[src/rtl/demux_frame_sequencer.sv]
// Serialises 16-bit frame words LSB first into bit/selector pairs for the 1-to-16 demux.
// Optional build macro DEMUX_SEQ_SKIPZERO_EN: emit only the set bits of each word.
module demux_frame_sequencer #(
  parameter int NUM_CH = 16,
  parameter int SEL_W  = 4
) (
  input  logic              clk,
  input  logic              rst,
  input  logic [NUM_CH-1:0] s_data,
  input  logic              s_valid,
  output logic              s_ready,
  input  logic              pause,
  output logic              bit_out,
  output logic [SEL_W-1:0]  selector,
  output logic              bit_valid,
  output logic              frame_done
);

  typedef enum logic [0:0] {IDLE = 1'b0, SHIFT = 1'b1} state_t;

  state_t            state_r, state_s;
  logic [NUM_CH-1:0] sreg_r, sreg_s;
  logic [SEL_W-1:0]  sel_r, sel_s;
  logic              bit_r, bit_s;
  logic              valid_r, valid_s;
  logic              last_s;
  logic              xfer_s;

`ifdef DEMUX_SEQ_SKIPZERO_EN
  logic              zdone_r, zdone_s;

  // Priority search: index of the lowest set bit (0 when the word is empty).
  function automatic logic [SEL_W-1:0] lowest_set(input logic [NUM_CH-1:0] w);
    lowest_set = {SEL_W{1'b0}};
    for (int i = NUM_CH - 1; i >= 0; i--) begin
      if (w[i]) lowest_set = SEL_W'(i);
      else      lowest_set = lowest_set;
    end
  endfunction

  // Clears the lowest set bit, i.e. marks that bit as emitted.
  function automatic logic [NUM_CH-1:0] clear_lowest(input logic [NUM_CH-1:0] w);
    clear_lowest = w & (w - NUM_CH'(1));
  endfunction

  // sreg_r holds the not-yet-emitted set bits, so an empty mask marks the last bit.
  assign last_s     = (state_r == SHIFT) && (sreg_r == {NUM_CH{1'b0}});
  assign frame_done = (last_s || zdone_r) && !pause;
`else
  assign last_s     = (state_r == SHIFT) && (sel_r == SEL_W'(NUM_CH - 1));
  assign frame_done = last_s && !pause;
`endif

  assign s_ready   = !pause && ((state_r == IDLE) || last_s);
  assign xfer_s    = s_valid && s_ready;
  assign selector  = sel_r;
  assign bit_valid = valid_r;
  assign bit_out   = bit_r & valid_r;

  // Next-state: hold on pause, load on transfer, advance mid-frame, otherwise idle.
  always_comb begin
    state_s = state_r;
    sreg_s  = sreg_r;
    sel_s   = sel_r;
    bit_s   = bit_r;
    valid_s = valid_r;
`ifdef DEMUX_SEQ_SKIPZERO_EN
    zdone_s = zdone_r;
`endif
    if (pause) begin
      state_s = state_r;
    end else begin
`ifdef DEMUX_SEQ_SKIPZERO_EN
      zdone_s = 1'b0;
      if (xfer_s) begin
        if (s_data == {NUM_CH{1'b0}}) begin
          // An empty word is still a frame: it completes with no bit cycles.
          state_s = IDLE;
          sreg_s  = {NUM_CH{1'b0}};
          sel_s   = {SEL_W{1'b0}};
          bit_s   = 1'b0;
          valid_s = 1'b0;
          zdone_s = 1'b1;
        end else begin
          state_s = SHIFT;
          sreg_s  = clear_lowest(s_data);
          sel_s   = lowest_set(s_data);
          bit_s   = 1'b1;
          valid_s = 1'b1;
        end
      end else if ((state_r == SHIFT) && !last_s) begin
        sreg_s = clear_lowest(sreg_r);
        sel_s  = lowest_set(sreg_r);
        bit_s  = 1'b1;
      end else begin
        state_s = IDLE;
        sreg_s  = {NUM_CH{1'b0}};
        sel_s   = {SEL_W{1'b0}};
        bit_s   = 1'b0;
        valid_s = 1'b0;
      end
`else
      if (xfer_s) begin
        state_s = SHIFT;
        sreg_s  = {1'b0, s_data[NUM_CH-1:1]};
        sel_s   = {SEL_W{1'b0}};
        bit_s   = s_data[0];
        valid_s = 1'b1;
      end else if ((state_r == SHIFT) && !last_s) begin
        sreg_s = {1'b0, sreg_r[NUM_CH-1:1]};
        sel_s  = sel_r + SEL_W'(1);
        bit_s  = sreg_r[0];
      end else begin
        state_s = IDLE;
        sreg_s  = {NUM_CH{1'b0}};
        sel_s   = {SEL_W{1'b0}};
        bit_s   = 1'b0;
        valid_s = 1'b0;
      end
`endif
    end
  end

  // State and output registers with synchronous reset (reset drops any frame in flight).
  always_ff @(posedge clk) begin
    if (rst) begin
      state_r <= IDLE;
      sreg_r  <= {NUM_CH{1'b0}};
      sel_r   <= {SEL_W{1'b0}};
      bit_r   <= 1'b0;
      valid_r <= 1'b0;
`ifdef DEMUX_SEQ_SKIPZERO_EN
      zdone_r <= 1'b0;
`endif
    end else begin
      state_r <= state_s;
      sreg_r  <= sreg_s;
      sel_r   <= sel_s;
      bit_r   <= bit_s;
      valid_r <= valid_s;
`ifdef DEMUX_SEQ_SKIPZERO_EN
      zdone_r <= zdone_s;
`endif
    end
  end

endmodule

[config.mk]
export PLATFORM = sky130hd
export DESIGN_NAME = demux_frame_sequencer
export DESIGN_NICKNAME = d
export VERILOG_FILES = /design/src/rtl/demux_frame_sequencer.sv
export SDC_FILE = /design/constraint.sdc
export NUM_CORES = 1
export LEC_CHECK = 0
export ABC_AREA = 1
export CORE_MARGIN = 5
export CORE_UTILIZATION = 30
export DETAILED_ROUTE_END_ITERATION = 16
export GPL_TIMING_DRIVEN = 1
export HOLD_SLACK_MARGIN = 0.08
export SLEW_MARGIN = 20
export SYNTH_ARGS = -nofsm -noshare
export SYNTH_HDL_FRONTEND = slang
export SYNTH_SLANG_ARGS = --single-unit
[constraint.sdc]
create_clock -name clk -period 1.4 [get_ports clk]
set_clock_uncertainty 0.1 [all_clocks]
set_input_delay 0.28 -clock clk [delete_from_list [all_inputs] [get_ports clk]]
set_output_delay 0.28 -clock clk [all_outputs]
set_load 0.01 [all_outputs]
==> results of run 1 <==
## state kept, by name, indices dropped and copies added (netlist names)
signal,cells
selector,4
sreg_r,15
bit_valid,1
bit_r,1
## worst max path at each step
stage	end	depth (start not counted)	slack [ns]
finish	s_ready	6	-0.11
CTS	s_ready	6	-0.15
global placement	frame_done	3	-0.51
global route	s_ready	6	-0.17
detailed placement	frame_done	3	-0.51
floorplan	frame_done	4	0.003
## worst reg2reg max path: stages, from the launching register on
cell and delay, ns:
dfxtp_2 0.36, ha_4 0.15, nand3_4 0.09, nand2_4 0.10, buf_4 0.21, nand4_1 0.12
o21ai_0 0.17
## metal layers
layer | share of wire, % | up-vias | global-route usage [%]
met4 | 0.57 | 0 | 5.11
met3 | 3.2 | 2 | 1.87
met5 | 0 | - | 0
met1 | 44 | 500 | 13.0
li1 | - | 580 | -
met2 | 52 | 19 | 20.1
## through the flow
stage | utilization (%) | hold slack [ns] | std cells
6_report | 42.9 | 0.406 | 233
5_1_grt | 42.9 | 0.451 | 233
3_5_place_dp | 41.0 | 0.387 | 228
2_1_floorplan | - | 0.319 | 153
3_3_place_gp | 41.0 | 0.375 | 228
4_1_cts | 42.2 | 0.404 | 232
## cells by family (layout without fill, tap and decap cells)
family | Yosys count | in the layout | synth area share, %
xor gates and xnor gates | 2 | 2 | 1.60
buffers and inverters | 34 | 66 | 14.6
AOI/OAI and AO/OA | 32 | 32 | 14.6
DFF | 21 | 21 | 38.4
adders and majority gates | 1 | 1 | 1.14
and+or+nand+nor | 63 | 63 | 29.5
## area by class of cell
class                      count  area (sq um)
clock buffer                   4          45.0
tap                           48          60.1
timing repair buffer          40           388
multi-input combinational     98           544
sequential                    21           427
inverter                      22          82.6
fill                         373          2060
## power by group through the flow
stage / clock (uW) / combinational (uW) / sequential (uW)
3_5_place_dp: 0 / 250 / 661
6_report: 399 / 254 / 649
2_1_floorplan: 0 / 132 / 661
3_3_place_gp: 0 / 244 / 659
4_1_cts: 413 / 247 / 649
5_1_grt: 438 / 279 / 653
## cell usage in the layout, fill, tap and decap left out
cell	n
xor2_1	2
buf_2	2
ha_4	1
nor3_4	1
clkbuf_1	1
dlygate4sd2_1	1
buf_4	9
clkdlybuf4s50_1	18
o21ai_0	16
clkdlybuf4s15_1	3
clkbuf_2	1
nor2_1	6
nand2_1	18
nand4_1	16
clkbuf_8	3
dfxtp_1	16
a21oi_1	15
dfxtp_2	5
nand3_1	17
nand2_4	2
o21ai_1	1
dlymetal6s2s_1	1
inv_2	2
inv_1	20
nor3_1	2
buf_12	2
buf_6	3
nand3_4	1
## timing repair
item / 4_1_cts / 5_1_grt
hold buffers: 0 / 0
endpoints found under the hold margin: 0 / 0
setup endpoints to repair: 28 / 26
gates cloned: 0 / 0
buffers inserted: 0 / 1
gates resized for setup: 23 / 10
pin swaps: 1 / 2
==> impl_results.md, run 1 <==
- Post-Route WL: 2780 microns
- Detailed placement HPWL: 1890 microns
- Die outline height: between 70 and 80 microns
- Detailed-routing iteration count for the pre-antenna-repair pass: 4
- MaxCap Viol Count: 0
- Startpoint of the worst-slack reg-to-reg timing path: selector[0]
- Total standard cell area after synthesis: 1090 sq um
- Inserted Diodes: 0
- Ranking of synthesized cells by area: dfxtp_1, nand4_1, nand3_1
- Top cell family by delay on the critical path: flip-flops
- Data required time at the worst endpoint: 1.02 ns
- Power, Total: 1300 uW
- Setup WS pre-CTS: -0.510 ns
- Cell types with the highest counts after synthesis: dfxtp_1, inv_1, nand2_1
- Cell-internal power: 963 uW
- CP cell instances: ha_4, nand3_4, nand2_4, nand2_4, inv_2, buf_6
- Fraction of layout instances using a drive strength above 1: 17.3%
- Final worst path period share: 108%
- Clock latency reported for the late side of the worst-skew pair: 0.26 ns
- First-iteration detailed-routing DRC count: 93
- Async set or reset register ratio after synthesis: 0%
- Maximum VDD drop: 0.000372 V
- Relative contribution of sequential cells to total power: roughly half
- Max-Slew Margin vs Limit: 79.2%
- Num Clock Sinks: 21
- Detail-routed net length per standard cell: 11.9 microns
- Pin count of the biggest net entering global routing: 50
- Average vias per placed instance: 4.73
- Power density normalized to cell area: 842 nW/um^2
- Instance count of the mapped netlist: 153
- Setup TNS: -0.211 ns
- Number of antenna violations at the first check in global routing: 0
- Final-report hold violation count: 0
- First-pass GRT wire length: 4590 microns
- Clock buffers created by TritonCTS: 3
- Count of flip-flops with a built-in enable after synthesis: 0
- Standard-cell rows: 22
- Number of unique standard cell types used by synthesis: 21
- Critical Path Start: selector[0]
- Sort of element at the start of the critical path: flop
- End of the worst register-to-register path: sreg_r[14]
- Combinational share of power: 19.5%
- Sequential element share of the synthesized area: a little under 40%
- Library cell occupying the most area in the post-synthesis netlist: dfxtp_1
- RSZ-0062 raised after global routing: yes
- Die boundary width: 70.4 microns
- Number of buffer cells added on primary ports: 27
- Classification of the worst setup path: reg -> out
- # setup viols final: 2
- CTS root buffer: clkbuf_8
- Standby leakage power: 0.000683 uW
- Switching power: 339 uW
- Die Area: 4950 sq um
- Number of warnings issued by yosys: 0
- Final Wtd Congestion: 0.764
- Number of I/O pins: 28
- Final non-filler cell area: 1550 sq um
- Clock slew seen by the registers of the worst setup and hold paths: approximately 0.08 ns
- Clk pwr share: 30.6%
- Number of global-route vias before repair: 1061
- Instance area after placement: 1480 sq um
- Final worst-path setup slack: -0.114 ns
- TritonCTS clock tree: done
- Mean post-synth cell area: 7.15 sq um
- Number of H-tree levels: 1
- Buffer and inverter count on the worst path: 2
- Total DRC errors in the routed layout: 0
- Yosys top cell area share: between 30 and 40%
- Most common flop cell mapped by yosys: dfxtp_1
- Core area: 3610 sq um
- Worst Hold Class: reg -> reg
- Number of routed nets with antenna violations: 0
- Worst hold path depth: 2
- Transition time of the tightest slew-check pin: roughly 0.31 ns
- Number of register bits inferred by synthesis: 21
- Final Max Tran Viols: 0
- Critical path's most frequent cell: nand2_4
- Max stage delay on crit path: 0.36 ns
- P&R area growth vs syn: 41.4%
- Switching power share of the total: 26.0%
- Maximum root-to-sink buffer count: 2
- Largest fanout on the critical path: 3
- Overall Global Routing Usage: 11.3%
- Critical Path End Type: output port
- Maximum achievable frequency: 660 MHz
- Total gr overflow: 0
- Arrival time of the worst setup path: 1.13 ns
- Post-layout net count: 207
- Hold EP: sreg_r[14]
- Final period demand of the worst path: roughly 1.5 ns
- Failing checks: setup timing
- Detailed-route via count: 1101
- Number of cell instances on the worst register-to-register path: 6
- Status: finished, violations left
- Source of the worst hold timing path: sreg_r[14]
- Worst-case register-to-register setup slack: 0.04 ns
- Synthesized net count: 174
- Effective utilization at floorplan: 30.3%
- Standard cell with the maximum stage delay on the critical path: dfxtp_2
Note: power is estimated with default switching activity, not from simulation.
==> run 2, diff against run 1 <==
Settings changed: SLEW_MARGIN 20 to not set.
==> results of run 2 <==
Same layout as run 1: the final DEF is identical, and so are final timing and power.
==> run 3, diff against run 2 <==
Settings changed: CTS_CLUSTER_SIZE set to 25, SKIP_CTS_REPAIR_TIMING set to 1.
Clock period 1.4 ns to 1.8 ns, I/O delays scaled along.
==> impl_results.md, run 3 (synthesis gave the netlist of run 1 again) <==
- Fin cells: 230
- Final-report hold violation count: 0
- Number of cell instances on the worst register-to-register path: 6
- Detailed placement HPWL: around 1900 microns
- Maximum achievable frequency: approximately 580 MHz
- Number of H-tree levels: 1
- Total DRC errors in the routed layout: 0
- WL met1: approximately 1300 microns
- CTS root buffer: clkbuf_8
- Detail-routed net length per standard cell: 12.0 microns
- Detailed-route via count: 1096
- Data required time at the worst endpoint: 1.34 ns
- P&R area growth vs syn: 37.1%
- Fraction of layout instances using a drive strength above 1: 11.0%
- Highest-count cells in the layout ignoring fill and taps: clkdlybuf4s50_1, inv_1, nand2_1, dfxtp_1, nand3_1
- Power density normalized to cell area: around 660 nW/um^2
- Average vias per placed instance: 4.77
- Max stage delay on crit path: 0.53 ns
- First-iteration detailed-routing DRC count: 85
- Sort of element at the start of the critical path: flop
- Num Clock Sinks: 21
- Worst-case register-to-register setup slack: 0.40 ns
- Worst Hold Class: reg -> reg
- Amount of wire on met3 after detailed routing: 189 microns
- Arrival time of the worst setup path: 1.26 ns
- Classification of the worst setup path: reg -> out
- Standby leakage power: ~0.00069 uW
- Core area: 3610 sq um
- CP cell instances: buf_4, clkdlybuf4s50_1
- Final Wtd Congestion: 0.752
- Die outline height: 70.4 microns
- Number of I/O pins: 28
- Startpoint of the worst-slack reg-to-reg timing path: selector[0]
- Post-Route WL: between 2000 and 3000 microns
- Final Core Density: 41.6%
- Critical Path End Type: output port
- Flip-flop count of the largest register after layout: 15
- Routed wire length on met2: 1280 microns
- Die boundary width: 70.4 microns
- Source of the worst hold timing path: sreg_r[14]
- Inserted Diodes: 0
- Post-layout net count: ~200
- Combinational share of power: 18.7%
- Switching power: 250 uW
- Clk pwr share: 30.4%
- Most common cell after layout, fill and taps aside: clkdlybuf4s50_1
- Switching power share of the total: roughly 25%
- Power, Total: 991 uW
- Final non-filler cell area: 1500 sq um
- Standard cell with the maximum stage delay on the critical path: clkdlybuf4s50_1
- RSZ-0062 raised after global routing: yes
- Number of antenna violations at the first check in global routing: 0
- Number of buffer cells added on primary ports: 27
- Uppermost routed layer: met4
- Setup TNS: 0 ns
- Pin count of the biggest net entering global routing: 50
- Maximum VDD drop: roughly 0.00032 V
- Instance area after placement: approximately 1400 sq um
- Overall Global Routing Usage: between 10 and 15%
- Status: finished, final reports clean
- Die Area: 4950 sq um
- Number of global-route vias before repair: 1027
- Register ranked first by flip-flop count: sreg_r
- Max-Slew Margin vs Limit: 71.9%
- Number of cells on the critical path: 2
- Critical Path Start: selector[2]
- Clock latency reported for the late side of the worst-skew pair: 0.25 ns
- # setup viols final: 0
- Final Max Tran Viols: 0
- Transition time of the tightest slew-check pin: 0.421 ns
- Largest fanout on the critical path: 3
- Number of routed nets with antenna violations: 0
- Relative contribution of sequential cells to total power: between 50% and 60%
- Maximum root-to-sink buffer count: 2
- First-pass GRT wire length: between 4000 and 5000 microns
- Effective utilization at floorplan: between 30% and 40%
- Top cell family by delay on the critical path: buffers and inverters
- Clock slew seen by the registers of the worst setup and hold paths: roughly 0.070 ns
- Standard-cell rows: 22
- MaxCap Viol Count: 0
- Cell-internal power: 742 uW
- Worst hold path depth: 2
- Total gr overflow: 0
- Buffer and inverter count on the worst path: 2
- Clock buffers created by TritonCTS: 3
- Placed Cells incl. Taps: 226
- TritonCTS clock tree: done
- Detailed-routing iteration count for the pre-antenna-repair pass: 4
- Final period demand of the worst path: 1.72 ns
- Final worst path period share: 95.4%
[run 3: changes by cell type in the layout (fill, tap and decap cells not counted), sizes merged]
cell,delta
dlygate4sd2,-1
dlymetal6s2s,+3
clkdlybuf4s15,-3
buf,-6
clkbuf,-1
clkdlybuf4s50,+5
[run 3: power by group through the flow]
| stage | registers (uW) | clock network, uW | logic, uW |
|---|---|---|---|
| after floorplan | 514 | 0 | 101 |
| after global placement | 513 | 0 | 183 |
| after detailed placement | 514 | 0 | 186 |
| after CTS | 504 | 311 | 187 |
| after global routing | 508 | 334 | 210 |
| final | 504 | 302 | 185 |
[run 3: stage by stage]
stage               setup WS, ns  hold slack, ns
finish                    0.0824           0.412
global route            -0.00184           0.446
CTS                       -0.399           0.407
detailed placement        -0.330           0.390
global placement          -0.319           0.374
floorplan                  0.135           0.356
[run 3: final timing paths]
| path | to |
|---|---|
| max | selector[2] |
| min | sreg_r[14] |
| max reg2reg | sreg_r[14] |
| min reg2reg | sreg_r[14] |
[run 3: worst register-to-register path: stages (launching register included)]
cell and delay, ns:
dfxtp_1 0.34, ha_2 0.21, nand3_4 0.10, nand2_4 0.07
buf_4 0.20, nand4_1 0.12, o21ai_0 0.18
[run 3: final cells by class]
class / instances / area, sq um
fillers: 389 / 2110
flip-flops and latches: 21 / 423
repair buffers: 37 / 368
multi-input cells: 98 / 520
well taps: 48 / 60.1
clock buffers: 4 / 45.0
inverters: 22 / 82.6
[run 3: metal layers]
metal	vias to the layer above	GRT usage [%]
met5	-	0
met4	0	3.83
met3	2	3.31
met2	30	17.4
met1	493	15.7
li1	571	-
